$ cat config.mk
export PLATFORM = sky130hd
export DESIGN_NAME = gray_stream_ctrl
export DESIGN_NICKNAME = d
export VERILOG_FILES = /design/src/rtl/gray_stream_ctrl_pkg.sv /design/src/rtl/gray_out_fifo.sv /design/src/rtl/gray_stream_ctrl.sv
export SDC_FILE = /design/constraint.sdc
export NUM_CORES = 1
export LEC_CHECK = 0
export BUFFER_PORTS_ARGS = -buffer_cell sky130_fd_sc_hd__buf_2
export CAP_MARGIN = 15
export CORE_MARGIN = 3
export CORE_UTILIZATION = 51
export DETAILED_ROUTE_END_ITERATION = 16
export PLACE_DENSITY = 0.74
export SLEW_MARGIN = 20
export SYNTH_ARGS = -nofsm -noshare
export SYNTH_HDL_FRONTEND = slang
export SYNTH_HIERARCHICAL = 1
export SYNTH_SLANG_ARGS = --single-unit
$ cat constraint.sdc
create_clock -name clk_i -period 2.63 [get_ports clk_i]
set_input_delay 0.526 -clock clk_i [delete_from_list [all_inputs] [get_ports clk_i]]
set_output_delay 0.526 -clock clk_i [all_outputs]
set_load 0.03 [all_outputs]
$ cat src/rtl/gray_stream_ctrl_pkg.sv
// Shared widths, default frame geometry and controller state encoding for the gray stream front end.
// No logic; constants only.
package gray_stream_ctrl_pkg;

    localparam int MAX_PIXEL_BITS  = 16;
    localparam int PIXEL_WIDTH_OUT = 8;
    localparam int DEF_IMG_W       = 32;
    localparam int DEF_IMG_H       = 32;

    typedef logic [1:0] ctrl_state_t;

    localparam ctrl_state_t IDLE    = 2'd0;
    localparam ctrl_state_t HI_BYTE = 2'd1;
    localparam ctrl_state_t LO_BYTE = 2'd2;
    localparam ctrl_state_t DRAIN   = 2'd3;

    // Counter width that stays legal for a degenerate 1-pixel dimension.
    function automatic int cnt_w(input int n);
        return (n > 1) ? $clog2(n) : 1;
    endfunction

endpackage

$ cat src/rtl/gray_out_fifo.sv
// Synchronous FIFO, pointer-MSB wrap, registered storage, head shown combinationally.
// Latency: write at edge k is visible at the head after edge k.
// Backpressure: none internally; the writer must never write when full unless also reading.
import gray_stream_ctrl_pkg::*;

module gray_out_fifo #(
    parameter int WIDTH = PIXEL_WIDTH_OUT,
    parameter int DEPTH = 4
) (
    input  logic             clk_i,
    input  logic             nreset_i,
    input  logic             wr_en,
    input  logic [WIDTH-1:0] wr_dat,
    input  logic             rd_en,
    output logic [WIDTH-1:0] rd_dat,
    output logic             full,
    output logic             empty
);

    localparam int AW = cnt_w(DEPTH);

    logic [AW:0]      wr_ptr;
    logic [AW:0]      rd_ptr;
    logic [WIDTH-1:0] mem [DEPTH];

    assign empty  = (wr_ptr == rd_ptr);
    assign full   = (wr_ptr[AW] != rd_ptr[AW]) && (wr_ptr[AW-1:0] == rd_ptr[AW-1:0]);
    assign rd_dat = mem[rd_ptr[AW-1:0]];

    // Storage is cleared on reset so the head reads 0 straight out of reset.
    always_ff @(posedge clk_i or negedge nreset_i) begin
        if (!nreset_i) begin
            wr_ptr <= '0;
            rd_ptr <= '0;
            for (int i = 0; i < DEPTH; i++) begin
                mem[i] <= '0;
            end
        end else begin
            if (wr_en) begin
                mem[wr_ptr[AW-1:0]] <= wr_dat;
                wr_ptr              <= wr_ptr + 1'b1;
            end
            if (rd_en) begin
                rd_ptr <= rd_ptr + 1'b1;
            end
        end
    end

    a_no_overflow: assert property (@(posedge clk_i) disable iff (!nreset_i)
        !(wr_en && full && !rd_en));

endmodule

$ cat src/rtl/gray_stream_ctrl.sv
// Byte-serial RGB565 frame to gray_scale_core issue, result capture and tagged valid/ready output.
// Latency: low byte accepted at edge k -> core strobe k..k+1 -> FIFO write at k+2 -> head valid after k+2.
// Backpressure: low byte is refused while FIFO_DEPTH pixels are pending, so the stall-free core never overflows.
import gray_stream_ctrl_pkg::*;

module gray_stream_ctrl #(
    parameter  int IMG_W      = DEF_IMG_W,
    parameter  int IMG_H      = DEF_IMG_H,
    parameter  int FIFO_DEPTH = 4,
    localparam int CW         = cnt_w(IMG_W),
    localparam int RW         = cnt_w(IMG_H)
) (
    input  logic                       clk_i,
    input  logic                       nreset_i,
    input  logic                       start_i,
    input  logic [7:0]                 byte_i,
    input  logic                       byte_vld_i,
    output logic                       byte_rdy_o,
    output logic [MAX_PIXEL_BITS-1:0]  px_rgb_o,
    output logic                       px_rdy_o,
    input  logic [PIXEL_WIDTH_OUT-1:0] gray_px_i,
    input  logic                       gray_rdy_i,
    output logic [PIXEL_WIDTH_OUT-1:0] gray_o,
    output logic                       gray_vld_o,
    input  logic                       out_rdy_i,
    output logic [CW-1:0]              col_o,
    output logic [RW-1:0]              row_o,
    output logic                       sof_o,
    output logic                       eol_o,
    output logic                       eof_o,
    output logic                       busy_o,
    output logic                       done_o
);

    localparam int NPIX = IMG_W * IMG_H;
    localparam int NW   = $clog2(NPIX + 1);
    localparam int PW   = $clog2(FIFO_DEPTH + 1);

    ctrl_state_t   state;
    logic [NW-1:0] in_cnt;
    logic [PW-1:0] pending;
    logic          byte_hs;
    logic          lo_hs;
    logic          out_hs;
    logic          last_px;
    logic          fifo_full;
    logic          fifo_empty;
    logic          col_last;

    always_comb begin
        byte_rdy_o = 1'b0;
        case (state)
            HI_BYTE: byte_rdy_o = 1'b1;
            LO_BYTE: byte_rdy_o = (pending < PW'(FIFO_DEPTH));
            default: byte_rdy_o = 1'b0;
        endcase
    end

    assign byte_hs  = byte_vld_i && byte_rdy_o;
    assign lo_hs    = byte_hs && (state == LO_BYTE);
    assign out_hs   = gray_vld_o && out_rdy_i;
    assign last_px  = (in_cnt == NW'(NPIX - 1));
    assign col_last = (col_o == CW'(IMG_W - 1));

    assign gray_vld_o = !fifo_empty;
    assign busy_o     = (state != IDLE);
    assign done_o     = (state == DRAIN) && (pending == '0);

    // Tags describe the head pixel, so they are only meaningful while it is valid.
    assign sof_o = gray_vld_o && (col_o == '0) && (row_o == '0);
    assign eol_o = gray_vld_o && col_last;
    assign eof_o = eol_o && (row_o == RW'(IMG_H - 1));

    always_ff @(posedge clk_i or negedge nreset_i) begin
        if (!nreset_i) begin
            state    <= IDLE;
            px_rgb_o <= '0;
            px_rdy_o <= 1'b0;
            in_cnt   <= '0;
        end else begin
            px_rdy_o <= lo_hs;
            case (state)
                IDLE: begin
                    in_cnt <= '0;
                    if (start_i) begin
                        state <= HI_BYTE;
                    end
                end
                HI_BYTE: begin
                    if (byte_hs) begin
                        px_rgb_o[15:8] <= byte_i;
                        state          <= LO_BYTE;
                    end
                end
                LO_BYTE: begin
                    if (byte_hs) begin
                        px_rgb_o[7:0] <= byte_i;
                        in_cnt        <= in_cnt + NW'(1);
                        state         <= last_px ? DRAIN : HI_BYTE;
                    end
                end
                default: begin
                    if (pending == '0) begin
                        state <= IDLE;
                    end
                end
            endcase
        end
    end

    always_ff @(posedge clk_i or negedge nreset_i) begin
        if (!nreset_i) begin
            pending <= '0;
        end else if (lo_hs && !out_hs) begin
            pending <= pending + PW'(1);
        end else if (!lo_hs && out_hs) begin
            pending <= pending - PW'(1);
        end
    end

    always_ff @(posedge clk_i or negedge nreset_i) begin
        if (!nreset_i) begin
            col_o <= '0;
            row_o <= '0;
        end else if (state == IDLE) begin
            col_o <= '0;
            row_o <= '0;
        end else if (out_hs) begin
            if (col_last) begin
                col_o <= '0;
                row_o <= row_o + RW'(1);
            end else begin
                col_o <= col_o + CW'(1);
            end
        end
    end

    gray_out_fifo #(
        .WIDTH (PIXEL_WIDTH_OUT),
        .DEPTH (FIFO_DEPTH)
    ) u_fifo (
        .clk_i    (clk_i),
        .nreset_i (nreset_i),
        .wr_en    (gray_rdy_i),
        .wr_dat   (gray_px_i),
        .rd_en    (out_hs),
        .rd_dat   (gray_o),
        .full     (fifo_full),
        .empty    (fifo_empty)
    );

endmodule

; ---- Word-level counts from Yosys, hierarchy flattened
; Cells that the tools add are included.
[totals]
out_inout_bits = 42
inputBits = 22
elab_cells = 89
reg_bits = 81
[classes]
add_sub_neg = 7
mux = 23
n_bitwise = 2
magnitude_cmp = 4
reduce_logical = 29
eq_ne = 10
[ops]
columns = operator, n
row1 = $bwmux 32, 1
row2 = $mux 5, 6
row3 = $mux 8, 3
row4 = $pmux 11 s2, 1
row5 = $bmux 8 s2, 1
row6 = $demux 8 s2, 1
row7 = $add 11x1->11 const B, 1
row8 = $eq 11x10->1 const B, 1
row9 = $logic_and 1x1->1, 11
row10 = $mux 11, 1
row11 = $add 5x1->5 const B, 2
row12 = $eq 5x5->1 const B, 2
row13 = $logic_not 5->1, 2
row14 = $mux 2, 5
row15 = $reduce_bool 2->1, 5
row16 = $add 3x1->3 const B, 3
row17 = $reduce_and 2->1, 4
row18 = $ge 3x3->1 const B, 2
row19 = $mux 3, 2
row20 = $ne 2x2->1 const B, 3
row21 = $not 2->3, 2
row22 = $pmux 2 s3, 1
row23 = $eq 2x2->1 const B, 2
row24 = $reduce_and 4->1, 1
row25 = 10 further kinds, 12

; ---- Logic depth before layout (Yosys ltp)
[logic_depth]
word_depth = 8
mapped_depth = 13
ltp_nobuf = 11

; ---- Modules after synthesis
; Netlist, hierarchy kept.
[modules_own_cells]
columns = module, area_per_inst_um2, seq_area_each_um2, cells_per_inst, n_inst
row1 = gray_stream_ctrl, 2247.2, 1076.0, 225, 1
row2 = gray_out_fifo, 1707.9, 950.9, 105, 1

; ---- Worst setup path after synthesis
; OpenSTA, ideal clock, no wires.
[synth_path]
kind = reg-to-output
start = reg col_o[0]
end = out eof_o
t_required_ns = 2.104
arrival_time_ns = 2.288
slack_ns = -0.184
path_buffers = 1
path_stages_with_launch = 7
path_cell_list = dfrtp_1 ha_1 and3_1 ha_1 clkbuf_1 nor2b_1 and2_1
[synth_via]
elab_chain_len = 3
[synth_lines]
columns = item, line
row1 = from (decl), gray_stream_ctrl.sv:26  ; output logic [CW-1:0] col_o,
row2 = from (signal assigned), gray_stream_ctrl.sv:133  ; col_o <= col_o + CW'(1);
row3 = $eq 5x5->1, gray_stream_ctrl.sv:63  ; assign col_last = (col_o == CW'(IMG_W - 1));
row4 = $logic_and 1x1->1, gray_stream_ctrl.sv:71  ; assign eol_o = gray_vld_o && col_last;
row5 = net eol_o, gray_stream_ctrl.sv:29  ; output logic eol_o,
row6 = $logic_and 1x1->1, gray_stream_ctrl.sv:72  ; assign eof_o = eol_o && (row_o == RW'(IMG_H - 1));
row7 = to (decl), gray_stream_ctrl.sv:30  ; output logic eof_o,
; The timed path passes the listed nets, and every way through them passes these cells.

; ---- Worst setup path after layout
[layout_path]
start = reg col_o[0]
end = out eof_o
[layout_via]
elab_chain_len = 3
[layout_lines]
columns = item, line
row1 = $eq 5x5->1, gray_stream_ctrl.sv:63
row2 = $logic_and 1x1->1, gray_stream_ctrl.sv:71
row3 = $logic_and 1x1->1, gray_stream_ctrl.sv:72
; Every way passes these cells.

==> flow_metrics.env <==
export IMPL_grt_pass1_wl_mm=13.0
export IMPL_p_per_area_nw_per_um2=1260
export IMPL_pin_count=64
export IMPL_grt_use_total_pct=18.9
export IMPL_arrival_ns=1.92
export IMPL_setup_viol=0
export IMPL_endpoint_kind="output port"
export IMPL_placedInstanceArea_um2=4390
export IMPL_syn_to_final_growth_pct=17.3
export IMPL_ctsResizeCount=0
export IMPL_r2r_start="state[0]"
export IMPL_power_leakage_nw=2.22
export IMPL_antenna_cells=0
export IMPL_drtPass1Iterations=4
export IMPL_drive_above_1_share_pct=37.3
export IMPL_cp_max_fo=11
export IMPL_regToRegSetupSlack_ns=0.22
export IMPL_crit_end="eof_o"
export IMPL_portBuffers=63
export IMPL_clk_latency_ns=0.35
export IMPL_slew_violations=0
export IMPL_instances_no_fill=501
export IMPL_rsz0062_at_grt="no"
export IMPL_dieHeight_um=94.0
export IMPL_place_congestion=0.848
export IMPL_drtAntennaViolNets=0
export IMPL_finalCritPeriodShare_pct=92.9
export IMPL_cts_sinks=81
export IMPL_clkTransAtPathRegs_ns=0.08
export IMPL_nNetsFinal=439
export IMPL_initial_core_util_pct=53.6
export IMPL_hold_violations=0
export IMPL_start_kind="register"
export IMPL_core_rowCount=31
export IMPL_startpoint="col_o[0]"
export IMPL_worstMarginPinSlew_ns=0.445
export IMPL_die_area_um2=8840
export IMPL_dp_hpwl_mm=5.33
export IMPL_status="finished clean"
export IMPL_hold_buffers=0
export IMPL_syn_area_um2=3950
export IMPL_post_route_cell_area_um2=4630
export IMPL_overflow=0
export IMPL_max_cap_violations=0
export IMPL_vias_per_cell=5.37
export IMPL_fin_skew_ns=0.00824
export IMPL_drc_errors=0
export IMPL_cts_buffer_depth=2
export IMPL_avgRoutedWirePerCell_um=15.1
export IMPL_cts_buffers=9
export IMPL_antenna_found_initial=0
export IMPL_fin_setup_tns_ns=0
export IMPL_clock_fmax_ghz=0.409
export IMPL_min_period_ns=2.44
export IMPL_synth_fp_nets=370
export IMPL_r2r_end="pending[2]"
export IMPL_peakVddDrop_mv=0.687
export IMPL_drt_initial_drc_count=68
export IMPL_grt_max_degree=82
export IMPL_synthCells=329
export IMPL_post_cts_buffers=0
export IMPL_dr_total_vias=2692
export IMPL_avgSynthCellArea_um2=12.0
export IMPL_crit_type="register to output port"
export IMPL_core_area_um2=7370
export IMPL_cts_tree="yes"
export IMPL_yosys_warnings=6
export IMPL_reg2regPathDepth=11
export IMPL_routed_wl_mm=7.57
export IMPL_hold_path_class="input port to asynchronous set/reset pin"
export IMPL_worst_ep_required_time_ns=2.10
export IMPL_die_x_um=94.0
export IMPL_slew_headroom_pct=70.3
export IMPL_root_buffer="clkbuf_8"
export IMPL_dp_cells=486
export IMPL_h_tree_depth=3
export IMPL_grt_pass1_vias=2709
[worst max-delay path, cell delays in order, from the launching register on]
cell	delay [ns]
dfrtp_1	0.44
ha_1	0.20
and3_1	0.16
ha_2	0.30
nor2b_4	0.18
and2_1	0.11
buf_2	0.18
[per-layer routing]
metal	vias up	track usage [%]	wire [um]	share of wire [%]
met5	-	0	0	0
met2	61	29.9	3550	47
met1	1320	25.3	3560	47
met3	11	4.33	340	4.5
li1	1300	-	-	-
met4	0	7.58	123	1.6
[final cells by class]
| class | count | area (um^2) |
|---|---|---|
| clock buffers | 9 | 124 |
| clock inverters | 6 | 115 |
| fillers | 587 | 2740 |
| inverters | 16 | 65.1 |
| multi-input cells | 219 | 1790 |
| flip-flops and latches | 81 | 2030 |
| well taps | 99 | 124 |
| repair buffers | 71 | 390 |
[power breakdown]
part	switching, mW	internal, mW
clock network	0.461	0.632
logic	1.53	1.13
registers	0.322	1.74
[cells in the final DEF (no fill, tap or decap), drive strengths merged, types with 7 or more instances in the layout]
cell / instances
a21oi: 10
a31oi: 7
buf: 71
clkbuf: 9
dfrtp: 81
ha: 18
inv: 18
mux2: 42
mux4: 8
nand2: 44
nand3: 8
nand4: 7
nor2: 8
o21ai: 8
xor2: 7
[metrics by stage]
step           setup slack (ns)  power [mW]  hold WS [ns]  util [%]
2_1_floorplan            0.0515        4.09         0.230         -
3_3_place_gp              0.272        4.68         0.454      59.6
3_5_place_dp              0.138        4.79         0.458      59.6
4_1_cts                  0.0531        5.89         0.204      62.8
5_1_grt                  0.0346        6.21         0.212      62.9
6_report                  0.186        5.82         0.164      62.9
[worst min path at each step]
stage	start	end	slack (ns)	cells past startpoint
3_3_place_gp	px_rgb_o[7]	px_rgb_o[7]	0.45	2
3_5_place_dp	px_rgb_o[4]	px_rgb_o[4]	0.46	2
6_report	nreset_i	row_o[2]	0.16	2
5_1_grt	nreset_i	row_o[2]	0.21	2
2_1_floorplan	nreset_i	col_o[0]	0.23	0
4_1_cts	nreset_i	u_fifo/mem[16]	0.20	2
[registers in the layout, summed over array words and instances (netlist names), 3 cells and up]
signal,cells
u_fifo/rd_ptr,3
row_o,5
u_fifo/wr_ptr,3
in_cnt,11
u_fifo/mem,32
pending,3
col_o,5
px_rgb_o,16
Power figures use the tool's default switching activity.
